===== src/rtl/sha1_sched_if.sv =====
// Word-stream, core-side and result signals of the SHA-1 block sequencer.
// The slave modport is the sequencer; the master side drives the stream and the core.
`timescale 1ns/1ps
interface sha1_sched_if #(
  parameter int CNT_W = 16
);
  logic             init;
  logic [31:0]      word_in;
  logic             word_valid;
  logic             word_last;
  logic             word_ready;
  logic             core_restart;
  logic [159:0]     core_h;
  logic [31:0]      core_word;
  logic [3:0]       core_raddr;
  logic [159:0]     core_abcde;
  logic             core_ready;
  logic [159:0]     digest;
  logic             digest_valid;
  logic             busy;
  logic [CNT_W-1:0] blk_cnt;

  modport slave (
    input  init, word_in, word_valid, word_last, core_raddr, core_abcde, core_ready,
    output word_ready, core_restart, core_h, core_word, digest, digest_valid, busy, blk_cnt
  );

  modport master (
    output init, word_in, word_valid, word_last, core_raddr, core_abcde, core_ready,
    input  word_ready, core_restart, core_h, core_word, digest, digest_valid, busy, blk_cnt
  );
endinterface


===== src/rtl/sha1_sched.sv =====
// Multi-block sequencer for the sha1block core: buffers one 16-word block, runs the core,
// folds the result into the chaining state and presents the final digest.
//
//   state  | meaning
//   -------+------------------------------------------------------------
//   LOAD   | accept words into the buffer until word 15 is taken
//   START  | one-cycle core_restart, arm the stale-ready guard
//   WAIT   | count guard down, then wait for core_ready
//   UPDATE | add core result to H; publish digest on the last block
`timescale 1ns/1ps
module sha1_sched #(
  parameter int CNT_W = 16,
  parameter int GUARD = 2
) (
  input  logic        clk,
  input  logic        rst,
  sha1_sched_if.slave bus
);

  localparam int GW = (GUARD < 2) ? 1 : $clog2(GUARD + 1);
  localparam logic [159:0] IV = 160'h67452301_EFCDAB89_98BADCFE_10325476_C3D2E1F0;

  typedef enum logic [1:0] {LOAD, START, WAIT, UPDATE} state_t;

  state_t           state, state_nxt;
  logic [3:0]       wcnt;
  logic [31:0]      wbuf [16];
  logic             last_blk;
  logic [GW-1:0]    guard;
  logic [159:0]     h;
  logic [159:0]     sum;
  logic [CNT_W-1:0] cnt;
  logic [159:0]     dig;
  logic             dvalid;
  logic             accept;
  logic             init_ok;

  assign accept  = (state == LOAD) && bus.word_valid;
  assign init_ok = (state == LOAD) && (wcnt == 4'd0) && bus.init;

  // Lanes add independently; carries never cross a 32-bit boundary.
  for (genvar i = 0; i < 5; i++) begin : g_lane
    assign sum[32*i +: 32] = h[32*i +: 32] + bus.core_abcde[32*i +: 32];
  end

  always_ff @(posedge clk or posedge rst) begin
    if (rst) state <= LOAD;
    else     state <= state_nxt;
  end

  always_comb begin
    state_nxt        = state;
    bus.word_ready   = 1'b0;
    bus.core_restart = 1'b0;
    bus.busy         = 1'b1;
    case (state)
      LOAD: begin
        bus.word_ready = !rst;
        bus.busy       = 1'b0;
        if (accept && wcnt == 4'd15) state_nxt = START;
      end
      START: begin
        bus.core_restart = 1'b1;
        state_nxt        = WAIT;
      end
      WAIT: begin
        if (guard == '0 && bus.core_ready) state_nxt = UPDATE;
      end
      UPDATE: state_nxt = LOAD;
      default: state_nxt = LOAD;
    endcase
  end

  always_ff @(posedge clk or posedge rst) begin
    if (rst) begin
      wcnt     <= 4'd0;
      last_blk <= 1'b0;
      guard    <= '0;
      h        <= IV;
      cnt      <= '0;
      dig      <= '0;
      dvalid   <= 1'b0;
    end else begin
      dvalid <= 1'b0;
      case (state)
        LOAD: begin
          if (init_ok) begin
            h   <= IV;
            cnt <= '0;
          end
          if (accept) begin
            wcnt <= wcnt + 4'd1;
            if (wcnt == 4'd15) last_blk <= bus.word_last;
          end
        end
        START: guard <= GW'(GUARD);
        WAIT: if (guard != '0) guard <= guard - GW'(1);
        UPDATE: begin
          cnt  <= cnt + CNT_W'(1);
          wcnt <= 4'd0;
          if (last_blk) begin
            dig    <= sum;
            dvalid <= 1'b1;
            h      <= IV;
          end else begin
            h <= sum;
          end
        end
        default: ;
      endcase
    end
  end

  // Buffer is only written in LOAD, so it stays stable while the core reads it.
  always_ff @(posedge clk) begin
    if (accept) wbuf[wcnt] <= bus.word_in;
  end

  assign bus.core_word    = wbuf[bus.core_raddr];
  assign bus.core_h       = h;
  assign bus.digest       = dig;
  assign bus.digest_valid = dvalid;
  assign bus.blk_cnt      = cnt;

endmodule


===== src/flat_wrapper.sv =====
// flat-port wrapper written by rule: the top's interface ports become plain ports
module sha1_sched_flat 
#(
  parameter int CNT_W = 16,
  parameter int GUARD = 2
)
  (clk, rst, bus_init, bus_word_in, bus_word_valid, bus_word_last, bus_core_raddr, bus_core_abcde, bus_core_ready, bus_word_ready, bus_core_restart, bus_core_h, bus_core_word, bus_digest, bus_digest_valid, bus_busy, bus_blk_cnt);
  sha1_sched_if #(.CNT_W(CNT_W)) bus_i ();
  input  logic clk;
  input  logic rst;
  input wire logic [$bits(bus_i.init)-1:0] bus_init;
  input wire logic [$bits(bus_i.word_in)-1:0] bus_word_in;
  input wire logic [$bits(bus_i.word_valid)-1:0] bus_word_valid;
  input wire logic [$bits(bus_i.word_last)-1:0] bus_word_last;
  input wire logic [$bits(bus_i.core_raddr)-1:0] bus_core_raddr;
  input wire logic [$bits(bus_i.core_abcde)-1:0] bus_core_abcde;
  input wire logic [$bits(bus_i.core_ready)-1:0] bus_core_ready;
  output wire logic [$bits(bus_i.word_ready)-1:0] bus_word_ready;
  output wire logic [$bits(bus_i.core_restart)-1:0] bus_core_restart;
  output wire logic [$bits(bus_i.core_h)-1:0] bus_core_h;
  output wire logic [$bits(bus_i.core_word)-1:0] bus_core_word;
  output wire logic [$bits(bus_i.digest)-1:0] bus_digest;
  output wire logic [$bits(bus_i.digest_valid)-1:0] bus_digest_valid;
  output wire logic [$bits(bus_i.busy)-1:0] bus_busy;
  output wire logic [$bits(bus_i.blk_cnt)-1:0] bus_blk_cnt;
  assign bus_i.init = bus_init;
  assign bus_i.word_in = bus_word_in;
  assign bus_i.word_valid = bus_word_valid;
  assign bus_i.word_last = bus_word_last;
  assign bus_i.core_raddr = bus_core_raddr;
  assign bus_i.core_abcde = bus_core_abcde;
  assign bus_i.core_ready = bus_core_ready;
  assign bus_word_ready = bus_i.word_ready;
  assign bus_core_restart = bus_i.core_restart;
  assign bus_core_h = bus_i.core_h;
  assign bus_core_word = bus_i.core_word;
  assign bus_digest = bus_i.digest;
  assign bus_digest_valid = bus_i.digest_valid;
  assign bus_busy = bus_i.busy;
  assign bus_blk_cnt = bus_i.blk_cnt;
  sha1_sched #(.CNT_W(CNT_W), .GUARD(GUARD)) u_core (.clk(clk), .rst(rst), .bus(bus_i));
endmodule

===== config.mk =====
export PLATFORM = sky130hd
export DESIGN_NAME = sha1_sched_flat
export DESIGN_NICKNAME = d
export VERILOG_FILES = /design/src/rtl/sha1_sched_if.sv /design/src/rtl/sha1_sched.sv /design/src/flat_wrapper.sv
export SDC_FILE = /design/constraint.sdc
export NUM_CORES = 1
export LEC_CHECK = 0
export ABC_AREA = 1
export BUFFER_PORTS_ARGS = -buffer_cell sky130_fd_sc_hd__buf_2
export CAP_MARGIN = 20
export CORE_MARGIN = 3
export CORE_UTILIZATION = 53
export DETAILED_ROUTE_END_ITERATION = 10
export PLACE_DENSITY = 0.77
export REMOVE_ABC_BUFFERS = 1
export SYNTH_ARGS = -nofsm -noshare
export SYNTH_HDL_FRONTEND = slang
export SYNTH_SLANG_ARGS = --single-unit

===== constraint.sdc =====
create_clock -name clk -period 9.8 [get_ports clk]
set_input_delay 0.49 -clock clk [delete_from_list [all_inputs] [get_ports clk]]
set_output_delay 0.49 -clock clk [all_outputs]
set_load 0.03 [all_outputs]

Word-level counts from Yosys, hierarchy flattened
Memories as Yosys holds them, arrays and structs flattened.
Index checks and enable logic that the tools add are counted.
Word-level totals
  bits in registers: 346
  bits of input ports: 202
  output and inout port bits: 372
  memory bits (writable): 512
  memories: 1
Operators by class
  muxes and demuxes: 19
  add/sub/neg operators: 8
  eq/ne operators: 9
  reductions and logical operators: 18
Memory list
  u_core.wbuf: words 16, bits a word 32, read ports 1, clocked after memory_dff 0, write ports 1, RTL line sha1_sched.sv:27  | logic [31:0] wbuf [16];
Operator list (number)
  $mux 160: 2
  $pmux 160 s2: 1
  $add 32x32->32: 5
  $pmux 16 s2: 1
  $add 16x1->16 const B: 1
  $mux 16: 1
  $reduce_and 2->1: 5
  $ne 2x1->1 const B: 4
  $pmux 2 s4: 1
  $pmux 4 s2: 1
  $mux 1: 7
  $mux 2: 3
  $reduce_bool 2->1: 3
  $logic_and 1x1->1: 5
  $add 4x1->4 const B: 1
  $eq 2x2->1 const B: 2
  $eq 4x4->1 const B: 1
  $logic_not 2->1: 2
  $logic_not 4->1: 1
  $mux 4: 1
  $pmux 2 s2: 1
  $reduce_and 3->1: 1
  $eq 2x1->1 const B: 1
  $ne 2x2->1 const B: 1
  2 further kinds: 2

Longest topological paths before layout
Gate-level depths: netlist of run 1.
  depth in word-level cells: 5
  depth in mapped cells: 14
  mapped depth without buffers: 14

Least setup slack after synthesis of run 1
Ideal clock, no wire load.
  kind: register to register
  start: register u_core.state[0]
  end: register u_core.state[1]
  path slack: 6.761 ns
  clock period less this slack: 3.039 ns
  setup time: 0.133 ns
  cell stages (with the launch flop): 10
  data required time: 9.667 ns
  arrival: 2.906 ns
  cell sequence: dfrtp_1 > inv_1 > ha_1 > nand2_1 > inv_1 > nand2_1 > nor2_1 > o21ai_0 > nor2_1 > a21oi_1
On the way
  longest elaborated chain between the ends: 5
Ends and longest elaborated chain
  start: declaration: RTL line sha1_sched.sv:25  | state_t state, state_nxt;
  start signal: assignment: RTL line sha1_sched.sv:48  | else state <= state_nxt;
  $logic_not 2->1: RTL line sha1_sched.sv:38, sha1_sched.sv:56
  $logic_and 1x1->1: RTL line sha1_sched.sv:38  | assign accept = (state == LOAD) && bus.word_valid;
  $logic_and 1x1->1: RTL line sha1_sched.sv:60  | if (accept && wcnt == 4'd15) state_nxt = START;
  $ne 2x2->1 (no line)
  $reduce_and 2->1 (no line)
Parallel ways exist; a longest one is shown, timed or not.
A chain may end at the register's enable or synchronous reset.

Worst setup path in the final report of run 1
  start: input port bus_core_raddr[0]
  end: output port bus_core_word[0]
On the way
  longest elaborated chain between the ends: 1
Ends and longest elaborated chain
  start: declaration: RTL line flat_wrapper.sv:15  | input wire logic [$bits(bus_i.core_raddr)-1:0] bus_core_raddr;
  $mem_v2 16x32
  end: declaration: RTL line flat_wrapper.sv:21  | output wire logic [$bits(bus_i.core_word)-1:0] bus_core_word;
No other way between the ends.

==> results of run 1 <==
## stage by stage
stage	utilization	cell area (sq um)	power [mW]
after floorplan	-	44200	8.15
after global routing	0.618	51900	13.9
after global placement	0.583	48900	9.76
after CTS	0.618	51900	13.2
final	0.618	51900	13.2
after detailed placement	0.583	48900	9.85
## worst max-delay path, delay by kind of cell
family / cells / cell delay [ns]
AOI/OAI and AO/OA: 4 / 0.64
buffers and inverters: 3 / 1.73
and+or+nand+nor: 1 / 0.11
## Yosys cell counts (all sizes together)
cell,count
xnor2,49
a22o,1
nand3,285
a21o,5
fa,5
mux2,1
or2,41
and2,5
edfxtp,512
nor3b,1
nor3,26
nor2,265
o211ai,129
buf,96
clkbuf,67
a22oi,1
mux2i,128
xor2,24
o21bai,23
nand3b,12
and3,1
a31oi,10
o22ai,14
nor4,1
o21ai,296
o21a,1
ha,165
nand4,8
inv,744
nand2,1603
dfstp,80
dfrtp,266
a21oi,260
## metal layers
metal / vias to the layer above / global-route usage / part of all wire
met5: - / 0 / 0.00058
met4: 12 / 0.140 / 0.049
met3: 325 / 0.0631 / 0.083
met2: 1558 / 0.494 / 0.47
met1: 17600 / 0.388 / 0.40
li1: 17800 / - / -
## flip-flops by register name, summed over array words and instances, names as in the netlist
signal and cells:
u_core.bus.digest 160, u_core.bus.blk_cnt 16, u_core.wcnt 4, u_core.bus.core_h 160
u_core.guard 2, u_core.bus.digest_valid 1, u_core.wbuf 512, u_core.last_blk 1
u_core.state 2
## worst max-delay path by stage
| stage | from | end | slack (ns) | cells after the start |
|---|---|---|---|---|
| final | bus_core_raddr[0] | bus_core_word[0] | 6.21 | 8 |
| after global routing | bus_core_raddr[0] | bus_core_word[0] | 5.92 | 8 |
| after CTS | bus_core_raddr[0] | bus_core_word[0] | 6.26 | 7 |
| after detailed placement | bus_core_raddr[0] | bus_core_word[7] | 6.29 | 7 |
| after global placement | bus_core_raddr[0] | bus_core_word[7] | 6.34 | 8 |
| after floorplan | rst | u_core.bus.blk_cnt[0] | -0.15 | 1 |
## layout make-up
cell class / instances / area, sq um
well taps: 1134 / 1420
fillers: 7147 / 32100
clock inverters: 40 / 452
flip-flops and latches: 858 / 24100
clock buffers: 121 / 2460
multi-input cells: 3360 / 17400
inverters: 744 / 2810
repair buffers: 608 / 3160
diodes: 16 / 40.0
## kinds of logic after synthesis
logic type / Yosys count
AOI/OAI and AO/OA: 740
xor gates and xnor gates: 73
adders and majority gates: 170
buffers and inverters: 907
DFF: 858
muxes: 129
and+or+nand+nor: 2248
## power by group
part           switching, mW  total (mW)  internal [mW]
Clock                   1.46        3.37           1.91
Sequential             0.408        4.84           4.44
Combinational           3.59        5.02           1.43
Total                   5.46        13.2           7.77
==> summary.md, run 1 <==
| Metric | Value |
|---|---|
| Proportion of synthesized area in mux cells | `0.0287` |
| Clock tree from TritonCTS | `built` |
| Number of buffers added for setup after CTS | `0` |
| Most common cell after layout, fill and taps aside | `nand2_1` |
| Cell area after synthesis | `45100 sq um` |
| Required arrival time at the worst endpoint | `9.31 ns` |
| Routability congestion estimate from global placement | `0.999` |
| Cell with the biggest individual delay on the critical path | `buf_4` |
| Area leader, netlist | `edfxtp_1` |
| Clk Tree Root Cell | `clkbuf_16` |
| Cells along the critical path | `buf_8 -> buf_4 -> a21oi_1 -> o21ai_0 -> o21ai_0 -> o211ai_1 -> nand2_1 -> buf_2` |
| Half-perimeter wire length after detailed placement | `94800 microns` |
| Final ANT Viol Nets | `0` |
| Fraction of final layout cells sized beyond drive strength 1 | `0.154` |
| Via count of the first global-routing pass | `35200` |
| Maximum single-stage delay on the critical path | `approximately 0.87 ns` |
| Clk sink count | `between 800 and 900` |
| Overall die area | `88600 sq um` |
| Transition at the pin with the smallest max-transition slack | `1.18 ns` |
| Fraction of the yosys area taken by sequential cells | `0.535` |
| Number of library cell types mapped by synthesis | `45` |
| Hold-fix buffer count after cts | `0` |
| Global-route wire length before repair | `between 200000 and 250000 microns` |
| Dominant cells by area after synthesis | `edfxtp_1 34%, dfrtp_1 15%, nand2_1 13%, inv_1 6.2%, dfstp_2 4.7%` |
| P&R area growth vs syn | `15.1%` |
| Arrival time of data at the critical path endpoint | `3.10 ns` |
| Width of the chip | `around 300 microns` |
| Complex-gate fraction of the synthesized area | `0.0917` |
| Register clock-pin slew on the reported worst setup and hold paths | `0.06 ns` |
| Via count | `37300` |
| Outcome | `finished clean` |
| Post-synth top area share | `0.341` |
| Worst hold-check path type | `in -> async` |
| Worst reg2reg endpoint | `u_core.bus.core_h[38]` |
| Total track usage | `0.302` |
| Highest fanout seen on the critical path | `148` |
| Number of hold violations in the final report | `0` |
| Static leakage power | `about 24 nW` |
| Antenna violations before repair | `23` |
| Register bit total from synthesis | `858` |
| Final setup margin | `6.21 ns` |
| Yosys warnings | `0` |
| Worst vdd rail ir drop | `between 0.00015 and 0.0002 V` |
| Gate count of the mapped netlist | `slightly above 5000` |
| Main combinational cell family by area after synthesis | `simple AND/OR/NAND/NOR gates` |
| Beginning of the worst register-to-register path | `u_core.wcnt[0]` |
| Vias per cell | `5.43` |
| Hold slack | `around 0.013 ns` |
| Cell mode on critical path | `o21ai_0` |
| CP Capture Type | `output pin` |
| Number of nets in the finished design | `6034` |
| Final Max Slew Viols | `0` |
| Basic-gate share of the synthesized area counting and, or, nand and nor cells | `0.201` |
| Shortest period the worst path allows | `3.59 ns` |
| Setup slack on the worst flop-to-flop path | `6.34 ns` |
| Setup violations, final | `0` |
| Placement row count | `106` |
| Initial core utilization | `0.537` |
| Type of the worst setup path | `in -> out` |
| Commonest non-fill, non-tap cells in the layout | `1600 x nand2_1, 739 x inv_1, 570 x buf_2` |
| Final sum of negative setup slack | `0 ns` |
| Share of the clock period used by the worst path after layout | `0.366` |
| Total detailed-routing wirelength | `137000 microns` |
| Pre-CTS WS | `6.29 ns` |
| Highest clock rate | `0.279 GHz` |
| Final std cells w/o fill | `6881` |
| Core region area | `approximately 84000 sq um` |
| Setup clock skew after layout | `0.0316 ns` |
| Setup repair after global routing missed its margin | `false` |
| Total I/O pin count | `between 500 and 600` |
| Resized cells post-CTS | `0` |
| Wirelength per Cell | `between 15 and 20 microns` |
| Total CTS buffers | `90` |
| Headroom to the max-slew limit | `0.213` |
| Mean area per synthesized cell | `8.80 sq um` |
| Xor-xnor portion of the synthesized cell area | `0.0142` |
| DRC violation count after routing | `0` |
| Count of buffers inserted at the top-level ports | `about 570` |
| Placed cell count | `6704` |
| Depth of the worst register-to-register path | `10` |
| Height of the die | `298 microns` |
| PD cells | `around 260 nW/um^2` |
| Clock latency on the worst-skew pair | `0.68 ns` |
| Overall overflow remaining after global route | `0` |
| Drt pass-1 iters | `6` |
| Buffer depth of the longest clock path | `3` |
| Largest net degree at the start of global routing | `about 150` |
| H-tree level count | `3` |
| DRC violation total after the first TritonRoute iteration | `between 3000 and 4000` |
| Startpoint type of the worst setup path | `input port` |
| Max-capacitance violation count | `0` |
| Adder-cell share of the synthesized area | `0.0480` |
Power figures use the tool's default switching activity.
==> run 2, diff against run 1 <==
ABC_AREA = 0   (was 1)
CORE_UTILIZATION = 58   (was 53)
PLACE_DENSITY = 0.81   (was 0.77)
clock period = 3.7 ns   (was 9.8 ns; I/O delays follow)
==> summary.md, run 2 <==
| Metric | Value |
|---|---|
| Clk sink count | `858` |
| Clock tree from TritonCTS | `built` |
| Highest clock rate | `0.288 GHz` |
| Layer with the highest usage after global routing | `met2` |
| Clk Tree Root Cell | `clkbuf_16` |
| Placement row count | `96` |
| Startpoint type of the worst setup path | `flip-flop` |
| Maximum single-stage delay on the critical path | `around 0.45 ns` |
| Shortest period the worst path allows | `between 3 and 4 ns` |
| Final setup margin | `0.225 ns` |
| Area leader, netlist | `edfxtp_1` |
| Register bit total from synthesis | `~860` |
| Cell area after synthesis | `between 40000 and 50000 sq um` |
| Core region area | `between 60000 and 70000 sq um` |
| Cells along the critical path | `ha_1 -> fa_1 -> a211oi_1 -> o21bai_1 -> a221oi_1 -> o21ai_0 -> nor3b_1 -> o2111a_1 -> o31ai_1 -> a21oi_1 -> o31ai_1` |
| Gate count of the mapped netlist | `between 3000 and 4000` |
| Max-capacitance violation count | `0` |
| Number of nets in the finished design | `4031` |
| Overall die area | `approximately 73000 sq um` |
| Pre-CTS WS | `0.214 ns` |
| Complex-gate fraction of the synthesized area | `0.113` |
| Highest fanout seen on the critical path | `3` |
| Cell mode on critical path | `o31ai_1` |
| Height of the die | `~270 microns` |
| H-tree level count | `3` |
| Post-synth top area share | `0.379` |
| Dominant cells by area after synthesis | `edfxtp_1 38%, dfrtp_1 16%, mux4_2 8.9%, dfstp_2 5.2%, ha_1 5.1%` |
| Total CTS buffers | `88` |
| Worst vdd rail ir drop | `~0.0005 V` |
| Initial core utilization | `0.588` |
| Proportion of synthesized area in mux cells | `0.101` |
| Met3 Usage GRT | `0.0847` |
| DRC violation count after routing | `0` |
| Most common cell after layout, fill and taps aside | `buf_2` |
| Setup clock skew after layout | `about 0.034 ns` |
| Main combinational cell family by area after synthesis | `compound AO/OA/AOI/OAI gates` |
| Met1 global-route usage | `0.415` |
| Total detailed-routing wirelength | `between 100000 and 150000 microns` |
| Flip-flop count of the largest register after layout | `between 500 and 600` |
| Outcome | `finished clean` |
| Final Max Slew Viols | `0` |
| Via count | `approximately 29000` |
| Drt pass-1 iters | `6` |
| Fraction of final layout cells sized beyond drive strength 1 | `0.291` |
| Basic-gate share of the synthesized area counting and, or, nand and nor cells | `0.0877` |
| Share of synthesized flip-flops with an asynchronous set or reset | `0.403` |
| Adder-cell share of the synthesized area | `0.0534` |
| Fraction of the yosys area taken by sequential cells | `0.595` |
| Number of library cell types mapped by synthesis | `between 70 and 80` |
| Hold slack | `between 0.03 and 0.04 ns` |
| Xor-xnor portion of the synthesized cell area | `0.0328` |
| Antenna violations before repair | `27` |
| Setup violations, final | `0` |
| Register name with the most flops | `u_core.wbuf` |
| Total I/O pin count | `~570` |
| Register clock-pin slew on the reported worst setup and hold paths | `0.06 ns` |
| Setup repair after global routing missed its margin | `false` |
| Final ANT Viol Nets | `0` |
| Largest net degree at the start of global routing | `163` |
| Number of buffers added for setup after CTS | `0` |
| Synth top cells by count | `512 x edfxtp_1, 408 x nand2_1, 266 x dfrtp_1` |
| Bufs and invs on worst path | `0` |
| Wirelength per Cell | `26.5 microns` |
| Vias per cell | `6.22` |
| Transition at the pin with the smallest max-transition slack | `1.20 ns` |
| Buffer depth of the longest clock path | `3` |
| Arrival time of data at the critical path endpoint | `4.03 ns` |
| Primary FF master, synth | `edfxtp_1` |
| Clock latency on the worst-skew pair | `between 0.6 and 0.7 ns` |
| DRC violation total after the first TritonRoute iteration | `2493` |
| Global-route wire length before repair | `186000 microns` |
| Required arrival time at the worst endpoint | `4.26 ns` |
| Type of the worst setup path | `reg -> reg` |
| P&R area growth vs syn | `19.5%` |
| CP Capture Type | `flip-flop` |
| Count of buffers inserted at the top-level ports | `573` |
| Number of hold violations in the final report | `0` |
| Half-perimeter wire length after detailed placement | `roughly 83000 microns` |
| Total track usage | `0.339` |
| Dominant cell by count in the synthesized netlist | `edfxtp_1` |
| Met2 usage | `0.569` |
| Headroom to the max-slew limit | `0.199` |
| Worst hold-check path type | `in -> reg` |
| Commonest non-fill, non-tap cells in the layout | `571 x buf_2, 512 x edfxtp_1, 407 x nand2_1` |
| Number of enable flip-flop cells after synthesis | `between 500 and 600` |
| Mean area per synthesized cell | `13.4 sq um` |
| Overall overflow remaining after global route | `0` |
| Via count of the first global-routing pass | `29500` |
| Width of the chip | `270 microns` |
| Kind of cell adding the most delay to the critical path | `compound AO/OA/AOI/OAI gates` |
| Routability congestion estimate from global placement | `0.960` |
| Yosys warnings | `0` |
| PD cells | `653 nW/um^2` |
| Share of the clock period used by the worst path after layout | `0.939` |
| Cell with the biggest individual delay on the critical path | `a221oi_1` |
| Static leakage power | `between 15 and 20 nW` |
## run 2: cell count changes in the layout (fill, tap and decap cells not counted), sizes merged, moves of 115 or more
| cell | change |
|---|---|
| nand2 | -1195 |
| inv | -691 |
| nand3 | -231 |
| o21ai | -186 |
| mux4 | +160 |
| mux2i | -126 |
| nor2 | -119 |
| o211ai | -118 |
| a21oi | -115 |
## run 2: cell families (layout without fill, tap and decap cells)
group / count (synthesis) / count (layout)
DFF: 858 / 858
and+or+nand+nor: 793 / 793
AOI/OAI and AO/OA: 663 / 663
muxes: 202 / 202
buffers and inverters: 188 / 899
adders and majority gates: 170 / 170
xor gates and xnor gates: 144 / 144
other: 0 / 20
## run 2: stage by stage
| stage | TNS, ns | total power [mW] | utilization | area [sq um] | instances |
|---|---|---|---|---|---|
| after floorplan | -2610.93 | 19.1 | - | 40000 | 2883 |
| after global placement | 0 | 22.2 | 0.651 | 44900 | 4446 |
| after detailed placement | 0 | 22.4 | 0.651 | 44900 | 4446 |
| after CTS | 0 | 31.6 | 0.702 | 48400 | 4660 |
| after global routing | 0 | 33.0 | 0.703 | 48400 | 4674 |
| final | 0 | 31.6 | 0.703 | 48500 | 4680 |
## run 2: final timing paths
path                                            start                     end  slack [ns]  depth (start not counted)
worst max register to register  u_core.bus.core_h[32]   u_core.bus.digest[60]        0.23                         11
worst min-delay path              bus_core_abcde[159]  u_core.bus.digest[159]        0.04                          3
worst min register to register  u_core.bus.digest[89]   u_core.bus.digest[89]        0.47                          2
max in group asynchronous                         rst  u_core.bus.core_h[103]        2.51                          4
min in group asynchronous                         rst   u_core.bus.digest[15]        0.17                          3
worst max-delay path            u_core.bus.core_h[32]   u_core.bus.digest[60]        0.23                         11
## run 2: timing repair
action / 4_1_cts / 5_1_grt
hold buffers: 54 / 0
hold endpoints to repair: 601 / 0
gates resized for setup: 0 / 2
endpoints found under the setup margin: 0 / 2
## run 2: final cells by class
class                           instances  area, sq um
Antenna cell                           20         50.0
Clock buffer                          121         2440
Clock inverter                         39          515
Fill cell                            4719        20500
Inverter                               53          211
Multi-Input combinational cell       1972        15900
Sequential cell                       858        24100
Tap cell                              931         1160
Timing Repair Buffer                  686         4060
## run 2: layer usage
metal  wire length [microns]  up-vias
li1                        -    12800
met1                   45100    14600
met2                   61600     1426
met3                   10600      308
met4                    6510       20
met5                     126        -
## run 2: power breakdown
group	total [mW]	leakage, nW	switching, mW	internal, mW
logic	10.6	9.69	6.79	3.77
registers	11.9	8.53	0.695	11.2
clock network	9.17	1.44	3.88	5.29
total	31.6	19.7	11.4	20.3
## run 2: worst register-to-register path, stage by stage, from the launching register on
cell and delay (ns):
dfrtp_1 0.41, ha_1 0.24, fa_1 0.43, a211oi_1 0.26, o21bai_1 0.14, a221oi_1 0.45, o21ai_0 0.24, nor3b_1 0.20
o2111a_1 0.28, o31ai_1 0.37, a21oi_1 0.13, o31ai_1 0.23
